`src/rtl/fractal_sync_pkg.sv`:
```
// rtl/fractal_sync_pkg.sv - shared types and helpers for the fractal-sync control node
package fractal_sync_pkg;

  localparam int unsigned FSYNC_LVL_W = 4;
  localparam int unsigned FSYNC_ID_W  = 4;

  typedef enum logic [1:0] {
    FSYNC_ERR_LVL = 2'd0,
    FSYNC_ERR_ID  = 2'd1,
    FSYNC_ERR_DUP = 2'd2
  } fsync_ccn_err_e;

  // Default-width request/response records; the node itself is width-parameterised.
  typedef struct packed {
    logic [FSYNC_LVL_W-1:0] level;
    logic [FSYNC_ID_W-1:0]  id;
  } fsync_req_t;

  typedef struct packed {
    logic [FSYNC_LVL_W-1:0] level;
    logic [FSYNC_ID_W-1:0]  id;
  } fsync_rsp_t;

  function automatic int unsigned fsync_wrap_inc(input int unsigned v, input int unsigned n);
    return (v + 1 >= n) ? 0 : v + 1;
  endfunction

endpackage

```
`src/rtl/fractal_sync_fifo.sv`:
```
// rtl/fractal_sync_fifo.sv - valid/ready FIFO with full/empty tracking, no bypass
module fractal_sync_fifo
  import fractal_sync_pkg::*;
#(
  parameter int unsigned WIDTH = 8,
  parameter int unsigned DEPTH = 2
) (
  input  logic             clk_i,
  input  logic             rst_i,
  input  logic             in_valid_i,
  output logic             in_ready_o,
  input  logic [WIDTH-1:0] in_data_i,
  output logic             out_valid_o,
  input  logic             out_ready_i,
  output logic [WIDTH-1:0] out_data_o
);

  localparam int unsigned PTR_W = (DEPTH > 1) ? $clog2(DEPTH) : 1;
  localparam int unsigned CNT_W = $clog2(DEPTH + 1);

  logic [WIDTH-1:0] mem_q [DEPTH];
  logic [PTR_W-1:0] wr_ptr_q, wr_ptr_d, rd_ptr_q, rd_ptr_d;
  logic [CNT_W-1:0] count_q, count_d;
  logic             full, empty, push, pop;

  assign full        = (count_q == CNT_W'(DEPTH));
  assign empty       = (count_q == '0);
  assign in_ready_o  = !full;
  assign out_valid_o = !empty;
  assign out_data_o  = mem_q[rd_ptr_q];
  assign push        = in_valid_i && !full;
  assign pop         = out_ready_i && !empty;

  always_comb begin
    wr_ptr_d = wr_ptr_q;
    rd_ptr_d = rd_ptr_q;
    count_d  = count_q;
    if (push) wr_ptr_d = PTR_W'(fsync_wrap_inc(32'(wr_ptr_q), DEPTH));
    if (pop)  rd_ptr_d = PTR_W'(fsync_wrap_inc(32'(rd_ptr_q), DEPTH));
    case ({push, pop})
      2'b10:   count_d = count_q + CNT_W'(1);
      2'b01:   count_d = count_q - CNT_W'(1);
      default: count_d = count_q;
    endcase
  end

  always_ff @(posedge clk_i) begin
    if (rst_i) begin
      wr_ptr_q <= '0;
      rd_ptr_q <= '0;
      count_q  <= '0;
    end else begin
      wr_ptr_q <= wr_ptr_d;
      rd_ptr_q <= rd_ptr_d;
      count_q  <= count_d;
    end
  end

  // Storage needs no reset: count_q gates every read.
  always_ff @(posedge clk_i) begin
    if (push) mem_q[wr_ptr_q] <= in_data_i;
  end

endmodule

```
`src/rtl/fractal_sync_ccn.sv`:
```
// rtl/fractal_sync_ccn.sv - fractal-sync tree node: child FIFOs, RR arbiter, arrival RF, forward/response paths
module fractal_sync_ccn
  import fractal_sync_pkg::*;
#(
  parameter int unsigned N_IN_PORTS  = 2,
  parameter int unsigned FIFO_DEPTH  = 2,
  parameter int unsigned LVL_W       = FSYNC_LVL_W,
  parameter int unsigned ID_W        = FSYNC_ID_W,
  parameter int unsigned NODE_LVL    = 1,
  parameter int unsigned N_ROOT_REGS = 8
) (
  input  logic                          clk_i,
  input  logic                          rst_i,
  input  logic [N_IN_PORTS-1:0]         req_valid_i,
  output logic [N_IN_PORTS-1:0]         req_ready_o,
  input  logic [N_IN_PORTS*LVL_W-1:0]   req_level_i,
  input  logic [N_IN_PORTS*ID_W-1:0]    req_id_i,
  output logic                          rsp_valid_o,
  output logic [LVL_W-1:0]              rsp_level_o,
  output logic [ID_W-1:0]               rsp_id_o,
  output logic                          up_req_valid_o,
  input  logic                          up_req_ready_i,
  output logic [LVL_W-1:0]              up_req_level_o,
  output logic [ID_W-1:0]               up_req_id_o,
  input  logic                          up_rsp_valid_i,
  input  logic [LVL_W-1:0]              up_rsp_level_i,
  input  logic [ID_W-1:0]               up_rsp_id_i,
  output logic                          err_o,
  output logic [1:0]                    err_code_o,
  output logic [$clog2(N_IN_PORTS)-1:0] err_port_o
);

  localparam int unsigned PORT_W = $clog2(N_IN_PORTS);
  localparam int unsigned REQ_W  = LVL_W + ID_W;

  logic [N_IN_PORTS-1:0] fifo_valid, fifo_pop, is_fwd, eligible;
  logic [REQ_W-1:0]      fifo_data  [N_IN_PORTS];
  logic [LVL_W-1:0]      head_level [N_IN_PORTS];
  logic [ID_W-1:0]       head_id    [N_IN_PORTS];

  logic                  out_free;
  logic                  gnt_valid;
  logic [PORT_W-1:0]     gnt_port;
  logic [LVL_W-1:0]      gnt_level;
  logic [ID_W-1:0]       gnt_id;

  logic [PORT_W-1:0]     rr_ptr_q, rr_ptr_d;
  logic [N_IN_PORTS-1:0] rf_q [N_ROOT_REGS];
  logic [N_IN_PORTS-1:0] rf_d [N_ROOT_REGS];

  logic                  up_vld_q, up_vld_d;
  logic [LVL_W-1:0]      up_level_q, up_level_d;
  logic [ID_W-1:0]       up_id_q, up_id_d;
  logic                  rsp_vld_q, rsp_vld_d;
  logic [LVL_W-1:0]      rsp_level_q, rsp_level_d;
  logic [ID_W-1:0]       rsp_id_q, rsp_id_d;
  logic                  err_q, err_d;
  fsync_ccn_err_e        err_code_q, err_code_d;
  logic [PORT_W-1:0]     err_port_q, err_port_d;

  for (genvar p = 0; p < N_IN_PORTS; p++) begin : g_port
    fractal_sync_fifo #(
      .WIDTH (REQ_W),
      .DEPTH (FIFO_DEPTH)
    ) u_fifo (
      .clk_i       (clk_i),
      .rst_i       (rst_i),
      .in_valid_i  (req_valid_i[p]),
      .in_ready_o  (req_ready_o[p]),
      .in_data_i   ({req_level_i[p*LVL_W +: LVL_W], req_id_i[p*ID_W +: ID_W]}),
      .out_valid_o (fifo_valid[p]),
      .out_ready_i (fifo_pop[p]),
      .out_data_o  (fifo_data[p])
    );

    assign head_level[p] = fifo_data[p][REQ_W-1 -: LVL_W];
    assign head_id[p]    = fifo_data[p][ID_W-1:0];
    assign is_fwd[p]     = head_level[p] > LVL_W'(NODE_LVL);
    assign eligible[p]   = fifo_valid[p] && !up_rsp_valid_i && (!is_fwd[p] || out_free);
    assign fifo_pop[p]   = gnt_valid && (gnt_port == PORT_W'(p));
  end

  // A forward head may only win if the out register is free or handing off this cycle.
  assign out_free  = !up_vld_q || up_req_ready_i;
  assign gnt_level = head_level[gnt_port];
  assign gnt_id    = head_id[gnt_port];

  always_comb begin
    int unsigned idx;
    idx       = 0;
    gnt_valid = 1'b0;
    gnt_port  = '0;
    for (int unsigned i = 0; i < N_IN_PORTS; i++) begin
      idx = (32'(rr_ptr_q) + i) % N_IN_PORTS;
      if (!gnt_valid && eligible[idx]) begin
        gnt_valid = 1'b1;
        gnt_port  = PORT_W'(idx);
      end
    end
    rr_ptr_d = gnt_valid ? PORT_W'(fsync_wrap_inc(32'(gnt_port), N_IN_PORTS)) : rr_ptr_q;
  end

  always_comb begin
    rf_d        = rf_q;
    up_vld_d    = up_vld_q && !up_req_ready_i;
    up_level_d  = up_level_q;
    up_id_d     = up_id_q;
    rsp_vld_d   = 1'b0;
    rsp_level_d = rsp_level_q;
    rsp_id_d    = rsp_id_q;
    err_d       = 1'b0;
    err_code_d  = err_code_q;
    err_port_d  = err_port_q;

    if (up_rsp_valid_i) begin
      rsp_vld_d   = 1'b1;
      rsp_level_d = up_rsp_level_i;
      rsp_id_d    = up_rsp_id_i;
    end

    if (gnt_valid) begin
      if (gnt_level > LVL_W'(NODE_LVL)) begin
        up_vld_d   = 1'b1;
        up_level_d = gnt_level;
        up_id_d    = gnt_id;
      end else if (gnt_level < LVL_W'(NODE_LVL)) begin
        err_d      = 1'b1;
        err_code_d = FSYNC_ERR_LVL;
        err_port_d = gnt_port;
      end else if (32'(gnt_id) >= N_ROOT_REGS) begin
        err_d      = 1'b1;
        err_code_d = FSYNC_ERR_ID;
        err_port_d = gnt_port;
      end else begin
        for (int unsigned r = 0; r < N_ROOT_REGS; r++) begin
          if (32'(gnt_id) == r) begin
            if (rf_q[r][gnt_port]) begin
              err_d      = 1'b1;
              err_code_d = FSYNC_ERR_DUP;
              err_port_d = gnt_port;
            end else begin
              rf_d[r][gnt_port] = 1'b1;
              // Last arrival completes the barrier and frees the slot in the same edge.
              if (&rf_d[r]) begin
                rf_d[r]     = '0;
                rsp_vld_d   = 1'b1;
                rsp_level_d = LVL_W'(NODE_LVL);
                rsp_id_d    = gnt_id;
              end
            end
          end
        end
      end
    end
  end

  always_ff @(posedge clk_i) begin
    if (rst_i) begin
      rr_ptr_q    <= '0;
      for (int unsigned r = 0; r < N_ROOT_REGS; r++) rf_q[r] <= '0;
      up_vld_q    <= 1'b0;
      up_level_q  <= '0;
      up_id_q     <= '0;
      rsp_vld_q   <= 1'b0;
      rsp_level_q <= '0;
      rsp_id_q    <= '0;
      err_q       <= 1'b0;
      err_code_q  <= FSYNC_ERR_LVL;
      err_port_q  <= '0;
    end else begin
      rr_ptr_q    <= rr_ptr_d;
      rf_q        <= rf_d;
      up_vld_q    <= up_vld_d;
      up_level_q  <= up_level_d;
      up_id_q     <= up_id_d;
      rsp_vld_q   <= rsp_vld_d;
      rsp_level_q <= rsp_level_d;
      rsp_id_q    <= rsp_id_d;
      err_q       <= err_d;
      err_code_q  <= err_code_d;
      err_port_q  <= err_port_d;
    end
  end

  assign up_req_valid_o = up_vld_q;
  assign up_req_level_o = up_level_q;
  assign up_req_id_o    = up_id_q;
  assign rsp_valid_o    = rsp_vld_q;
  assign rsp_level_o    = rsp_level_q;
  assign rsp_id_o       = rsp_id_q;
  assign err_o          = err_q;
  assign err_code_o     = err_code_q;
  assign err_port_o     = err_port_q;

endmodule

```
`config.mk`:
```
export PLATFORM = sky130hd
export DESIGN_NAME = fractal_sync_ccn
export DESIGN_NICKNAME = d
export VERILOG_FILES = /design/src/rtl/fractal_sync_pkg.sv /design/src/rtl/fractal_sync_fifo.sv /design/src/rtl/fractal_sync_ccn.sv
export SDC_FILE = /design/constraint.sdc
export NUM_CORES = 1
export LEC_CHECK = 0
export ABC_CLOCK_PERIOD_IN_PS = 3800
export CORE_MARGIN = 2
export CORE_UTILIZATION = 56
export DETAILED_ROUTE_END_ITERATION = 8
export HOLD_SLACK_MARGIN = 0.08
export MAX_ROUTING_LAYER = met4
export PLACE_DENSITY_LB_ADDON = 0.3
export SLEW_MARGIN = 40
export SYNTH_ARGS = -nofsm -noshare
export SYNTH_HDL_FRONTEND = slang
export SYNTH_SLANG_ARGS = --single-unit
```
`constraint.sdc`:
```
create_clock -name clk_i -period 3.8 [get_ports clk_i]
set_input_delay 0.95 -clock clk_i [delete_from_list [all_inputs] [get_ports clk_i]]
set_output_delay 0.95 -clock clk_i [all_outputs]
set_load 0.05 [all_outputs]
```
# Yosys cells after proc, flatten, opt, wreduce, memory -nomap -nowiden
# Memory sizes are Yosys's and may differ from the RTL's. A register that Yosys moved wholly into a read port is not among the register bits.
# Cells that the tools add are included.
totals:
  register_bits: 47
  ram_bits: 32
  in_bits: 30
  output_inout_bits: 24
  memories: 2
op_classes:
  n_addsub: 10
  order_cmp: 15
  eq_ne: 13
  mux: 246
  bitwise_logic: 22
  reduce_logical: 50
memory_table:
  columns: ["memory", "depth", "width", "rd", "rd_ports_with_merged_regs", "write_ports", "line_no", "text"]
  rows:
  - ["g_port[0].u_fifo.mem_q", 2, 8, 1, 1, 1, "fractal_sync_fifo.sv:21", "logic [WIDTH-1:0] mem_q [DEPTH];"]
  - ["g_port[1].u_fifo.mem_q", 2, 8, 1, 1, 1, "fractal_sync_fifo.sv:21", null]
op_table:
  columns: ["operator", "count"]
  rows:
  - ["$mux 4", 80]
  - ["$mux 1", 129]
  - ["$mux 2", 34]
  - ["$reduce_and 6->1", 8]
  - ["$reduce_and 2->1", 10]
  - ["$eq 4x3->1 const B", 4]
  - ["$or 2x2->2", 8]
  - ["$logic_and 1x1->1", 13]
  - ["$not 1->1", 13]
  - ["$ge 2x2->1 const B", 6]
  - ["$gt 4x1->1 const B", 3]
  - ["$add 1x1->2 const B", 5]
  - ["$logic_not 1->1", 10]
  - ["$eq 2x2->1 const B", 4]
  - ["$eq 4x2->1 const B", 2]
  - ["$pmux 2 s2", 2]
  - ["$lt 1x2->1 const B", 3]
  - ["$add 2x1->2 const B", 2]
  - ["$eq 2x1->1 const B", 2]
  - ["$eq 4x1->1 const B", 1]
  - ["$ge 4x4->1 const B", 1]
  - ["$logic_not 2->1", 2]
  - ["$logic_not 4->1", 1]
  - ["$lt 4x1->1 const B", 1]
  - ["8 further kinds", 12]

# Longest topological paths before layout
# Gate-level depths: netlist of run 1.
logic_depth:
  word_depth: 52
  depth_mapped: 12
  mapped_depth_nobuf: 8

# Cells and area by module
# From an unflattened synthesis of run 1, not the netlist that was laid out.
unflattened:
  cells_unflattened: 440
  hier_area_um2: 4361.7
by_module_without_submodules:
  columns: ["mod", "instances", "cells_per_inst", "area_per_inst_um2"]
  rows:
  - ["fractal_sync_ccn", 1, 342, 2765.2]
  - ["fractal_sync_fifo", 2, 49, 798.3]

# Worst setup path before layout of run 1
# Ideal clock, no wire load.
synth_path:
  path_type: "input port to flip-flop"
  from: "input up_rsp_valid_i"
  to: "register g_port[1].u_fifo.count_q[1]"
  setup_time_ns: 0.070
  arrival_ns: 2.858
  setup_slack_ns: 0.872
  cell_stages: 10
  path_buffers: 3
  cell_sequence: "o21bai_1 -> nor2_1 -> a21o_4 -> clkinv_4 -> buf_6 -> buf_2 -> buf_2 -> ha_1 -> or3_1 -> a21oi_1"
synth_via:
  elab_chain_cells: 13
synth_lines:
  columns: ["element", "line_no", "text"]
  rows:
  - ["from (decl)", "fractal_sync_ccn.sv:25", "input logic up_rsp_valid_i,"]
  - ["$logic_not 1->1 (*)", "fractal_sync_ccn.sv:79", "assign eligible[p] = fifo_valid[p] && !up_rsp_valid_i && (!is_fwd[p] || out_free);"]
  - ["$logic_and 1x1->1 (2 in series)", "fractal_sync_ccn.sv:79", null]
  - ["$mux 1 (not written as such) (2 in series)", "fractal_sync_ccn.sv:95", "if (!gnt_valid && eligible[idx]) begin"]
  - ["$mux 1", "fractal_sync_ccn.sv:95", null]
  - ["$logic_not 1->1", "fractal_sync_ccn.sv:95", null]
  - ["$logic_and 1x1->1", "fractal_sync_ccn.sv:95", null]
  - ["$mux 1", "fractal_sync_ccn.sv:95", null]
  - ["$logic_and 1x1->1 (*)", "fractal_sync_ccn.sv:80", "assign fifo_pop[p] = gnt_valid && (gnt_port == PORT_W'(p));"]
  - ["$logic_and 1x1->1 (*)", "fractal_sync_fifo.sv:32", "assign pop = out_ready_i && !empty;"]
  - ["named net g_port[1].u_fifo.pop", "fractal_sync_fifo.sv:24", "logic full, empty, push, pop;"]
  - ["$eq 2x1->1 or $eq 2x2->1 (tied branches)", "fractal_sync_fifo.sv:40", "case ({push, pop})"]
  - ["$pmux 2 s2 or $reduce_bool 2->1 (tied branches)", null, null]
  - ["to (signal assigned)", "fractal_sync_fifo.sv:55", "count_q <= count_d;"]
  - ["to (decl)", "fractal_sync_fifo.sv:23", "logic [CNT_W-1:0] count_q, count_d;"]
# The timed path passes the listed nets; every way through them passes the cells marked *. The select of a mux whose other input is x is not followed.
# A chain may end at the register's enable or synchronous reset.

# Worst setup path in the final report of run 1
layout_path:
  from: "input up_rsp_valid_i"
  to: "register rsp_id_q[2] (netlist: rsp_id_o[2])"
layout_via:
  elab_chain_cells: 51
layout_lines:
  columns: ["element", "line_no", "text"]
  rows:
  - ["$logic_not 1->1", "fractal_sync_ccn.sv:79", null]
  - ["$logic_and 1x1->1 (2 in series)", "fractal_sync_ccn.sv:79", null]
  - ["$mux 1 (not written as such) (2 in series)", "fractal_sync_ccn.sv:95", null]
  - ["$mux 1", "fractal_sync_ccn.sv:95", null]
  - ["$logic_not 1->1", "fractal_sync_ccn.sv:95", null]
  - ["$logic_and 1x1->1", "fractal_sync_ccn.sv:95", null]
  - ["$mux 1", "fractal_sync_ccn.sv:95", null]
  - ["$lt 1x2->1 (not written as such) or $ge 1x1->1 (tied branches)", "fractal_sync_ccn.sv:142", "rf_d[r][gnt_port] = 1'b1;"]
  - ["[... 33 more ...]", null, null]
  - ["$mux 4", "fractal_sync_ccn.sv:136", "if (32'(gnt_id) == r) begin"]
  - ["$mux 4", "fractal_sync_ccn.sv:144", "if (&rf_d[r]) begin"]
  - ["$mux 4", "fractal_sync_ccn.sv:137", "if (rf_q[r][gnt_port]) begin"]
  - ["$mux 4", "fractal_sync_ccn.sv:136", null]
  - ["$mux 4", "fractal_sync_ccn.sv:130", "end else if (32'(gnt_id) >= N_ROOT_REGS) begin"]
  - ["$mux 4", "fractal_sync_ccn.sv:126", "end else if (gnt_level < LVL_W'(NODE_LVL)) begin"]
  - ["$mux 4", "fractal_sync_ccn.sv:122", "if (gnt_level > LVL_W'(NODE_LVL)) begin"]
  - ["$mux 4 (*)", "fractal_sync_ccn.sv:121", "if (gnt_valid) begin"]
  - ["to (signal assigned)", "fractal_sync_ccn.sv:178", "rsp_id_q <= rsp_id_d;"]
  - ["to (decl)", "fractal_sync_ccn.sv:56", "logic [ID_W-1:0] rsp_id_q, rsp_id_d;"]
# Every way passes the cells marked *; elsewhere a longest branch is shown, timed or not. The select of a mux whose other input is x is not followed.

==> qor.yml, run 1 <==
outcome:
  status: "finished, final reports clean"
clock_tree:
  clk_pin_slew_worst_paths_ns: 0.08
  cts_sinks: 81
  cts_root_buffer: "clkbuf_8"
  cts_hold_buffers: 0
  clockBufferDepth: 2
  postCtsSetupBuffers: 0
  clk_latency_ns: 0.37
  tritoncts: "done"
  cts_resized: 0
  cts_buffers: 9
  cts.htree.levels: 3
synth:
  async_flop_share_pct: 0
  syn_area_sq_um: 4300
  syn_inst: 434
  postSynthNetCount: 466
  synth-main-ff-cell: "dfxtp_1"
  synth_most_common_cell: "nor2_1"
  yosys.area_share.adder_pct: 0.581
  yosysWarnings: 0
  yosysUniqueCellTypes: 68
  synth_top_family_by_area: "compound AO/OA/AOI/OAI gates"
  yosys.area_share.simple_pct: 17.6
  synth.cells.most_frequent: "nor2_1 (52), dfxtp_1 (49), mux2i_1 (35)"
  avgSynthCellArea_sq_um: 9.92
  netlist_top_cells_area: "dfxtp_1 (23%), edfxtp_1 (22%), mux2i_1 (8.1%), nor2_1 (4.5%), a21oi_1 (2.6%)"
  yosys.area.top_type_share_pct: 22.8
  ys_seq_area_share_pct: 45.1
  synth_xor_area_share_pct: 1.63
  synth_top_cell_by_area: "dfxtp_1"
  muxShareOfSynthArea_pct: 11.2
  synth_seq_cells: 81
  synth-compound-area-share_pct: 19.7
  synth_edf_count: 32
floorplan:
  io_pins: 54
  placementRows: 31
  start_util_pct: 58.7
  dieArea_sq_um: 8400
  die_x_um: 91.7
  die_h_um: 91.7
  core_area_sq_um: 7330
timing:
  hold_viol: 0
  maxSlewViolCount: 0
  rsz0062_at_grt: "no"
  max_slew_margin_pct: 45.2
  finalSetupViolCount: 0
  worst_hold_slack_ns: 0.483
  fmax_mhz: 305
  final.period_utilization_pct: 86.2
  finalCriticalPeriod_ns: 3.28
  finClkSkew_ns: 0.00702
  worst-slew-pin-transition_ns: 0.819
  fin_setup_tns_ns: 0
power:
  p_int_mw: 1.80
  seqPwrFrac_pct: 38.4
  comb_power_share_pct: 42.7
  p_total_mw: 3.10
  vdd_drop_max_mv: 0.543
  pwr-share-clk_pct: 18.9
  p_switching_mw: 1.30
  p_leak_nw: 1.76
  p_per_area_nw_per_um2: 608
  sw_frac_of_total_pct: 42.1
global_routing:
  grt_pass1_vias: 3686
  antenna_found_initial: 0
  grt_max_degree: 21
  grt_overflow_total: 0
  grt_usage_pct: 29.6
  grt_pass1_wl_um: 18800
critical_path:
  startpoint: "up_rsp_valid_i"
  rr_worst_depth: 8
  cpMostUsedCell: "o21ai_1"
  path_cells: "clkdlybuf4s50_1 > o21bai_1 > nor2_1 > a21o_4 > buf_4 > mux2_2 > o21ai_1 > o21ai_1 > a221oi_1"
  rrSetupSlack_ns: 0.78
  reg2reg_from: "g_port[1].u_fifo.mem_q[1][7]"
  critical_path.max_stage_delay_ns: 0.48
  r2r_end: "rsp_id_o[2]"
  crit_slowest_cell: "clkdlybuf4s50_1"
  worstPathArrival_ns: 3.53
  crit_fanout: 16
  crit_path_start_kind: "input pin"
  critPathKind: "in2reg"
  endpoint: "rsp_id_o[2]"
  end_kind: "flip-flop"
  crit_required_ns: 4.05
flow_run:
  cap_violations: 0
placement:
  port_buffers: 53
  placedCellCount: 574
  routabilityCongestion: 0.885
  dp_hpwl_um: 8650
routing:
  via_per_inst: 6.35
  post-route-drc-count: 0
  drt_iter0_markers: 227
  dr.pass1.iters: 5
  drtAntennaViolNets: 0
  wl_per_cell_um: 19.8
  drt_wl_total_um: 11700
  vias: 3747
finish:
  diodes: 0
  area_delta_synth_final_pct: 18.4
  drive_gt1_share_pct: 11.4
  nNetsFinal: 518
  utilization_pct: 69.5
  instances_no_fill: 590
  nFillCells: 588
hold_path:
  min_path_type: "reg2reg"
[kinds of logic after synthesis]
logic type,count (synthesis)
AO/OA/AOI/OAI,116
XOR/XNOR,8
adder cells (fa/ha/maj),2
buffers and inverters,36
flip-flops,81
multiplexers,46
AND/OR/NAND/NOR,145
[layout make-up]
type	count	area [sq um]	area share (%)
multi-input cells	317	2180	42.8
clock buffers	9	124	2.43
clock inverters	7	51.3	1.01
inverters	12	50.0	0.982
well taps	99	124	2.43
flip-flops and latches	81	1940	38.1
repair buffers	65	621	12.2
[routing by layer]
| metal | GRT usage, % | wire length (um) | vias to the layer above |
|---|---|---|---|
| met4 | 11.2 | 279 | 0 |
| met2 | 48.3 | 5830 | 172 |
| met1 | 37.9 | 4870 | 1808 |
| li1 | - | - | 1741 |
| met3 | 3.70 | 697 | 26 |
| met5 | - | 0 | - |
[critical path, delay by kind of cell]
| kind | cells | cell delay, ns |
|---|---|---|
| AO/OA/AOI/OAI | 5 | 1.11 |
| buffers and inverters | 2 | 0.74 |
| multiplexers | 1 | 0.42 |
| AND/OR/NAND/NOR | 1 | 0.30 |
[layout by cell type, fill, tap and decap left out, types with 11 or more instances in the layout]
cell	count
a211oi_1	13
a21oi_1	22
buf_4	12
clkdlybuf4s50_1	53
dfxtp_1	48
edfxtp_1	32
inv_1	11
mux2i_1	34
nand2_1	20
nand3_1	13
nor2_1	52
o21ai_0	19
[registers in the layout, indices dropped and copies added (netlist names), named ones only]
name and count:
g_port.u_fifo.count_q 4, up_req_valid_o 1, rf_q 16, err_o 1, rr_ptr_q 1, rsp_id_o 4
up_req_level_o 4, rsp_valid_o 1, up_req_id_o 4, err_code_o 2, rsp_level_o 4, g_port.u_fifo.wr_ptr_q 2
g_port.u_fifo.mem_q 32, err_port_o 1, g_port.u_fifo.rd_ptr_q 2
[how the worst min path moves through the flow]
stage | slack (ns) | from | end | depth (start not counted)
after floorplan | 0.47 | g_port[1].u_fifo.count_q[1] | g_port[1].u_fifo.count_q[1] | 2
after global placement | 0.46 | up_req_level_o[3] | up_req_level_o[3] | 2
after detailed placement | 0.47 | up_req_level_o[1] | up_req_level_o[1] | 2
after CTS | 0.49 | up_req_level_o[1] | up_req_level_o[1] | 2
after global routing | 0.52 | up_req_level_o[1] | up_req_level_o[1] | 2
final | 0.48 | up_req_level_o[1] | up_req_level_o[1] | 2
[power by group through the flow]
stage	sequential [mW]	clock, mW	combinational (mW)
CTS	1.19	0.586	1.32
finish	1.19	0.585	1.32
floorplan	1.34	0	0.795
global placement	1.20	0	1.29
global route	1.21	0.619	1.42
detailed placement	1.20	0	1.31
[stage by stage]
step                setup slack [ns]  instance area (sq um)
detailed placement             0.200                   4920
floorplan                      0.872                   4300
finish                         0.524                   5090
CTS                            0.557                   5090
global route                   0.399                   5090
global placement               0.326                   4910
Note: power is estimated with default switching activity, not from simulation.
==> run 2, diff against run 1 <==
- ABC_AREA: unset -> 1
- CORE_UTILIZATION: 56 -> 55
==> qor.yml, run 2 <==
outcome:
  status: "finished, final reports clean"
power:
  p_per_area_nw_per_um2: 630  # +3.6%
  p_total_mw: 3.12  # +0.72%
  p_leak_nw: 2.04  # +16%
  vdd_drop_max_mv: 0.394  # -28%
floorplan:
  dieArea_sq_um: 8170  # -2.8%
  io_pins: 54  # unchanged
  placementRows: 31  # unchanged
  die_x_um: 90.4  # -1.4%
  die_h_um: 90.4  # -1.4%
  start_util_pct: 56.6  # -2.1 points
  core_area_sq_um: 7250  # -1.1%
synth:
  synth.cells.most_frequent: "nand2_1 (120), inv_1 (62), dfxtp_1 (49)"
  synth_edf_count: 32  # unchanged
  postSynthNetCount: 532  # +14%
  avgSynthCellArea_sq_um: 8.21  # -17%
  synth_most_common_cell: "nand2_1"
  synth-main-ff-cell: "dfxtp_1"
  yosys.area.top_type_share_pct: 23.9  # +1.1 points
  muxShareOfSynthArea_pct: 0.488  # -11 points
  yosys.area_share.adder_pct: 0.610  # +0.029 points
  synth_top_family_by_area: "simple AND/OR/NAND/NOR gates"
  netlist_top_cells_area: "dfxtp_1 (24%), edfxtp_1 (23%), nand2_1 (11%), inv_1 (5.7%), nor2_1 (4.3%)"
  synth-compound-area-share_pct: 15.4  # -4.2 points
  async_flop_share_pct: 0  # unchanged
  yosysUniqueCellTypes: 49  # -28%
  synth_seq_cells: 81  # unchanged
  yosysWarnings: 0  # unchanged
  synth_top_cell_by_area: "dfxtp_1"
  syn_inst: 500  # +15%
  ys_seq_area_share_pct: 47.3  # +2.2 points
  syn_area_sq_um: 4100  # -4.7%
  yosys.area_share.simple_pct: 26.0  # +8.5 points
  synth_xor_area_share_pct: 0.213  # -1.4 points
clock_tree:
  postCtsSetupBuffers: 0  # unchanged
  cts_sinks: 81  # unchanged
  clk_pin_slew_worst_paths_ns: 0.09  # about the same
  clk_latency_ns: 0.36  # about the same
  tritoncts: "done"
  cts_resized: 0  # unchanged
  cts_root_buffer: "clkbuf_8"
  cts_buffers: 9  # unchanged
  cts_hold_buffers: 0  # unchanged
  clockBufferDepth: 2  # unchanged
  cts.htree.levels: 3  # unchanged
global_routing:
  grt_pass1_wl_um: 15700  # -17%
  grt_overflow_total: 0  # unchanged
  grt_usage_pct: 24.5  # -5.1 points
  grt_pass1_vias: 3454  # -6.3%
  grt_max_degree: 31  # +48%
  antenna_found_initial: 0  # unchanged
critical_path:
  critical_path.max_stage_delay_ns: 0.47  # about the same
  rrSetupSlack_ns: 0.86  # +0.08 ns
  critical_path_cell_count: 15  # +6
  cp_top_family: "buffers and inverters"
  worstPathArrival_ns: 3.58  # +0.05 ns
  end_kind: "flip-flop"
  critPathKind: "in2reg"
  crit_slowest_cell: "clkdlybuf4s50_1"
  r2r_end: "rsp_id_o[3]"
  crit_buf_inv: 5  # +3
  startpoint: "up_rsp_valid_i"
  crit_fanout: 12  # -4
  crit_required_ns: 4.08  # +0.03 ns
  endpoint: "rsp_id_o[3]"
  path_cells: "clkdlybuf4s50_1 > inv_1 > o21ai_1 > a21oi_4 > nand2_4 > inv_2 > buf_4 > nand2_1 > o21ai_2 > inv_2 > o211ai_2 > nand2_2 > nor4_4 > a21oi_4 > a311oi_2"
  rr_worst_depth: 15  # +7
  crit_path_start_kind: "input pin"
routing:
  post-route-drc-count: 0  # unchanged
  dr.pass1.iters: 5  # unchanged
  drt_iter0_markers: 86  # -62%
  route.met2.wl_um: 4850  # -17%
  wl_met1_um: 3990  # -18%
  via_per_inst: 5.23  # -18%
  wl_per_cell_um: 14.1  # -29%
  drt_wl_total_um: 9400  # -19%
  dr_wl_met3_um: 406  # -42%
  top_layer: "met4"
  vias: 3481  # -7.1%
  drtAntennaViolNets: 0  # unchanged
finish:
  regMostFlops: "g_port.u_fifo.mem_q"
  final_common_cell: "nand2_1"
  top_regs: "g_port.u_fifo.mem_q x32, rf_q x16"
  instances_no_fill: 666  # +13%
  area_delta_synth_final_pct: 20.8
  utilization_pct: 68.3  # -1.2 points
  layout_common_cells: "nand2_1 (120), inv_1 (62), clkdlybuf4s50_1 (53)"
  nNetsFinal: 594  # +15%
  largest_reg_flops: 32  # unchanged
  diodes: 0  # unchanged
  drive_gt1_share_pct: 14.6  # +3.2 points
  nFillCells: 584  # -0.68%
placement:
  routabilityCongestion: 0.920  # +3.9%
  dp_hpwl_um: 7270  # -16%
  placedCellCount: 650  # +13%
  port_buffers: 53  # unchanged
timing:
  finalSetupViolCount: 0  # unchanged
  maxSlewViolCount: 0  # unchanged
  hold_viol: 0  # unchanged
  fin_setup_tns_ns: 0  # unchanged
  rsz0062_at_grt: "no"
  fmax_mhz: 303  # -0.90%
  max_slew_margin_pct: 47.1  # +1.9 points
  finalCriticalPeriod_ns: 3.31  # +0.0296 ns
  final.period_utilization_pct: 87.0  # +0.78 points
  worst-slew-pin-transition_ns: 0.790  # -0.0284 ns
  finClkSkew_ns: 0.00950  # +0.00248 ns
flow_run:
  cap_violations: 0  # unchanged
hold_path:
  min_path_type: "reg2reg"
## run 2: worst min path at each step
stage / start / to / slack [ns] / depth (start not counted)
after global routing: g_port[1].u_fifo.rd_ptr_q / g_port[1].u_fifo.rd_ptr_q / 0.50 / 1
after detailed placement: g_port[1].u_fifo.rd_ptr_q / flip-flop / 0.45 / 1
final: g_port[1].u_fifo.rd_ptr_q / flip-flop / 0.47 / 1
after CTS: g_port[1].u_fifo.rd_ptr_q / flip-flop / 0.47 / 1
after floorplan: g_port[1].u_fifo.rd_ptr_q / flip-flop / 0.43 / 1
after global placement: g_port[1].u_fifo.rd_ptr_q / flip-flop / 0.43 / 1
## run 2: area by class of cell
| type | count | area, sq um | share of cell area, % |
|---|---|---|---|
| Sequential cell | 81 | 1940 | 39.2 |
| Multi-Input combinational cell | 326 | 1760 | 35.4 |
| Timing Repair Buffer | 66 | 628 | 12.7 |
| Inverter | 78 | 303 | 6.11 |
| Clock buffer | 10 | 128 | 2.58 |
| Tap cell | 99 | 124 | 2.50 |
| Clock inverter | 6 | 75.1 | 1.52 |
## run 2: power by group
| part | leakage (nW) | internal, mW | total, mW | switching [mW] |
|---|---|---|---|---|
| combinational | 1.24 | 0.411 | 1.32 | 0.908 |
| sequential | 0.700 | 1.06 | 1.15 | 0.0992 |
| clock | 0.0990 | 0.313 | 0.649 | 0.336 |
| total | 2.04 | 1.78 | 3.12 | 1.34 |
## run 2: metal layers
metal	GRT usage, %	vias to the layer above
li1	-	1762
met1	28.0	1630
met2	43.0	77
met3	5.01	12
met4	8.59	0
met5	-	-
## run 2: worst register-to-register path, stage by stage (launching register included)
cell	delay, ns
dfxtp_1	0.55
nand2_1	0.11
nand2_1	0.14
nand3_2	0.11
a21oi_4	0.25
nand2_4	0.14
inv_2	0.21
buf_4	0.23
nand2_1	0.08
o21ai_2	0.10
inv_2	0.06
o211ai_2	0.10
nand2_2	0.11
nor4_4	0.37
a21oi_4	0.13
a311oi_2	0.19
## run 2: cells by family after synthesis
kind of cell / after synthesis
AOI/OAI and AO/OA: 95
xor gates and xnor gates: 1
adders and majority gates: 2
buffers and inverters: 93
DFF: 81
muxes: 2
and+or+nand+nor: 226
## run 2: through the flow
stage	area [sq um]	hold slack [ns]	setup WS [ns]
after global placement	4750	0.434	0.200
after global routing	4950	0.496	0.186
final	4950	0.467	0.495
after CTS	4950	0.467	0.500
after floorplan	4100	0.426	0.671
after detailed placement	4750	0.450	0.113
==> run 3, diff against run 2 <==
- GPL_TIMING_DRIVEN: unset -> 0
==> qor.yml, run 3 (synthesis gave the netlist of run 2 again) <==
floorplan:
  dieArea_sq_um: 8170  # unchanged
  die_x_um: 90.4  # unchanged
  die_h_um: 90.4  # unchanged
  io_pins: 54  # unchanged
  placementRows: 31  # unchanged
  core_area_sq_um: 7250  # unchanged
  start_util_pct: 56.6  # unchanged
flow_run:
  cap_violations: 0  # unchanged
critical_path:
  cpMostUsedCell: "nor2_1"
  critical_path.max_stage_delay_ns: 0.54  # +0.07 ns
  critPathKind: "in2reg"
  critical_path_cell_count: 15  # unchanged
  crit_path_start_kind: "input pin"
  end_kind: "flip-flop"
  rr_worst_depth: 17  # +2
  crit_required_ns: 4.11  # +0.03 ns
  worstPathArrival_ns: 3.92  # +0.34 ns
  crit_fanout: 10  # -2
  crit_buf_inv: 6  # +1
  path_cells: "clkdlybuf4s50_1 > nor2_1 > nand2_2 > nand3_4 > nand2_4 > inv_2 > buf_6 > buf_2 > buf_1 > ha_1 > inv_1 > nand2_1 > nor2_1 > o21ai_0 > a21oi_1"
  crit_slowest_cell: "buf_1"
  cp_top_family: "buffers and inverters"
finish:
  regMostFlops: "g_port.u_fifo.mem_q"
  nNetsFinal: 595  # +0.17%
  final_common_cell: "nand2_1"
  top_regs: "g_port.u_fifo.mem_q x32, rf_q x16"
  layout.area.seq_sq_um: 1940  # unchanged
  utilization_pct: 68.3  # about the same
  layout_common_cells: "nand2_1 (120), inv_1 (62), clkdlybuf4s50_1 (52)"
  multi_input_area_sq_um: 1760  # unchanged
  diodes: 0  # unchanged
  drive_gt1_share_pct: 13.9  # -0.73 points
  nFillCells: 628  # +7.5%
  area_delta_synth_final_pct: 20.7  # about the same
  largest_reg_flops: 32  # unchanged
clock_tree:
  cts_buffers: 9  # unchanged
  tritoncts: "done"
  clk_latency_ns: 0.37  # about the same
  cts_resized: 0  # unchanged
  cts_hold_buffers: 0  # unchanged
  cts_sinks: 81  # unchanged
  postCtsSetupBuffers: 0  # unchanged
  clk_pin_slew_worst_paths_ns: 0.09  # about the same
  cts_root_buffer: "clkbuf_8"
  cts.htree.levels: 3  # unchanged
  clockBufferDepth: 2  # unchanged
routing:
  post-route-drc-count: 0  # unchanged
  drt_wl_total_um: 9690  # +3.1%
  vias: 3552  # +2.0%
  drtAntennaViolNets: 0  # unchanged
  via_per_inst: 5.33  # +1.9%
  dr.pass1.iters: 4  # -1
  drt_iter0_markers: 173  # +100%
  wl_per_cell_um: 14.5  # +2.9%
hold_path:
  min_path_type: "reg2reg"
  hold_depth: 1  # unchanged
timing:
  fin_setup_tns_ns: 0  # unchanged
  finalSetupViolCount: 0  # unchanged
  worst-slew-pin-transition_ns: 0.759  # -0.0307 ns
  maxSlewViolCount: 0  # unchanged
  hold_viol: 0  # unchanged
  finClkSkew_ns: 0.00497  # -0.00453 ns
  final.period_utilization_pct: 95.0  # +8.1 points
  rsz0062_at_grt: "no"
  finalCriticalPeriod_ns: 3.61  # +0.306 ns
  max_slew_margin_pct: 49.2  # +2.1 points
  fmax_mhz: 277  # -8.5%
outcome:
  status: "finished, final reports clean"
power:
  p_per_area_nw_per_um2: 636  # +0.97%
  vdd_drop_max_mv: 0.375  # -4.7%
  p_leak_nw: 2.02  # -0.67%
global_routing:
  grt_overflow_total: 0  # unchanged
  grt_pass1_wl_um: 16300  # +4.3%
  grt_usage_pct: 25.7  # +1.1 points
  antenna_found_initial: 0  # unchanged
  grt_pass1_vias: 3517  # +1.8%
  grt_max_degree: 16  # -48%
placement:
  dp_hpwl_um: 7350  # +1.2%
  routabilityCongestion: 0.963  # +4.7%
  port_buffers: 52  # -1.9%
[run 3: cell types whose count changed in the layout (fill, tap and decap cells not counted), sizes merged]
cell           change
buf                -4
clkinv             +1
clkdlybuf4s50      -1
clkbuf             +5
[run 3: cell type report]
type	instances	area share, %
Buffer	15	2.10
Clock buffer	9	2.50
Clock inverter	7	1.59
Inverter	78	6.12
Multi-Input combinational cell	326	35.5
Sequential cell	81	39.2
Tap cell	99	2.50
Timing Repair Buffer	52	10.5
[run 3: worst paths after layout]
check | from | to | slack (ns)
setup reg to reg | flip-flop | g_port[1].u_fifo.count_q[1] | 0.66
hold / removal | g_port[1].u_fifo.rd_ptr_q | g_port[1].u_fifo.rd_ptr_q | 0.46
setup / recovery | up_req_ready_i | g_port[1].u_fifo.count_q[1] | 0.19
hold reg to reg | g_port[1].u_fifo.rd_ptr_q | g_port[1].u_fifo.rd_ptr_q | 0.46
[run 3: stage by stage]
step / power, mW / worst slack [ns] / std cells / hold slack (ns) / area (sq um)
after global routing: 3.34 / 0.0430 / 667 / 0.500 / 4950
after CTS: 3.15 / 0.143 / 667 / 0.460 / 4950
final: 3.15 / 0.188 / 667 / 0.461 / 4950
after floorplan: 2.13 / 0.671 / 500 / 0.426 / 4100
after detailed placement: 2.51 / -0.235 / 651 / 0.450 / 4750
after global placement: 2.47 / -0.167 / 651 / 0.437 / 4750
[run 3: power by group]
part	switching (mW)	internal, mW
clock network	0.342	0.310
logic	0.946	0.420
registers	0.0773	1.06
total	1.36	1.79
[run 3: per-layer routing]
layer / routed length, um / up-vias / part of all wire [%] / track usage, %
met2: 5070 / 76 / 52 / 44.7
li1: - / 1769 / - / -
met5: 0 / - / 0 / -
met3: 407 / 14 / 4.2 / 5.51
met1: 4030 / 1693 / 42 / 29.9
met4: 178 / 0 / 1.8 / 7.56
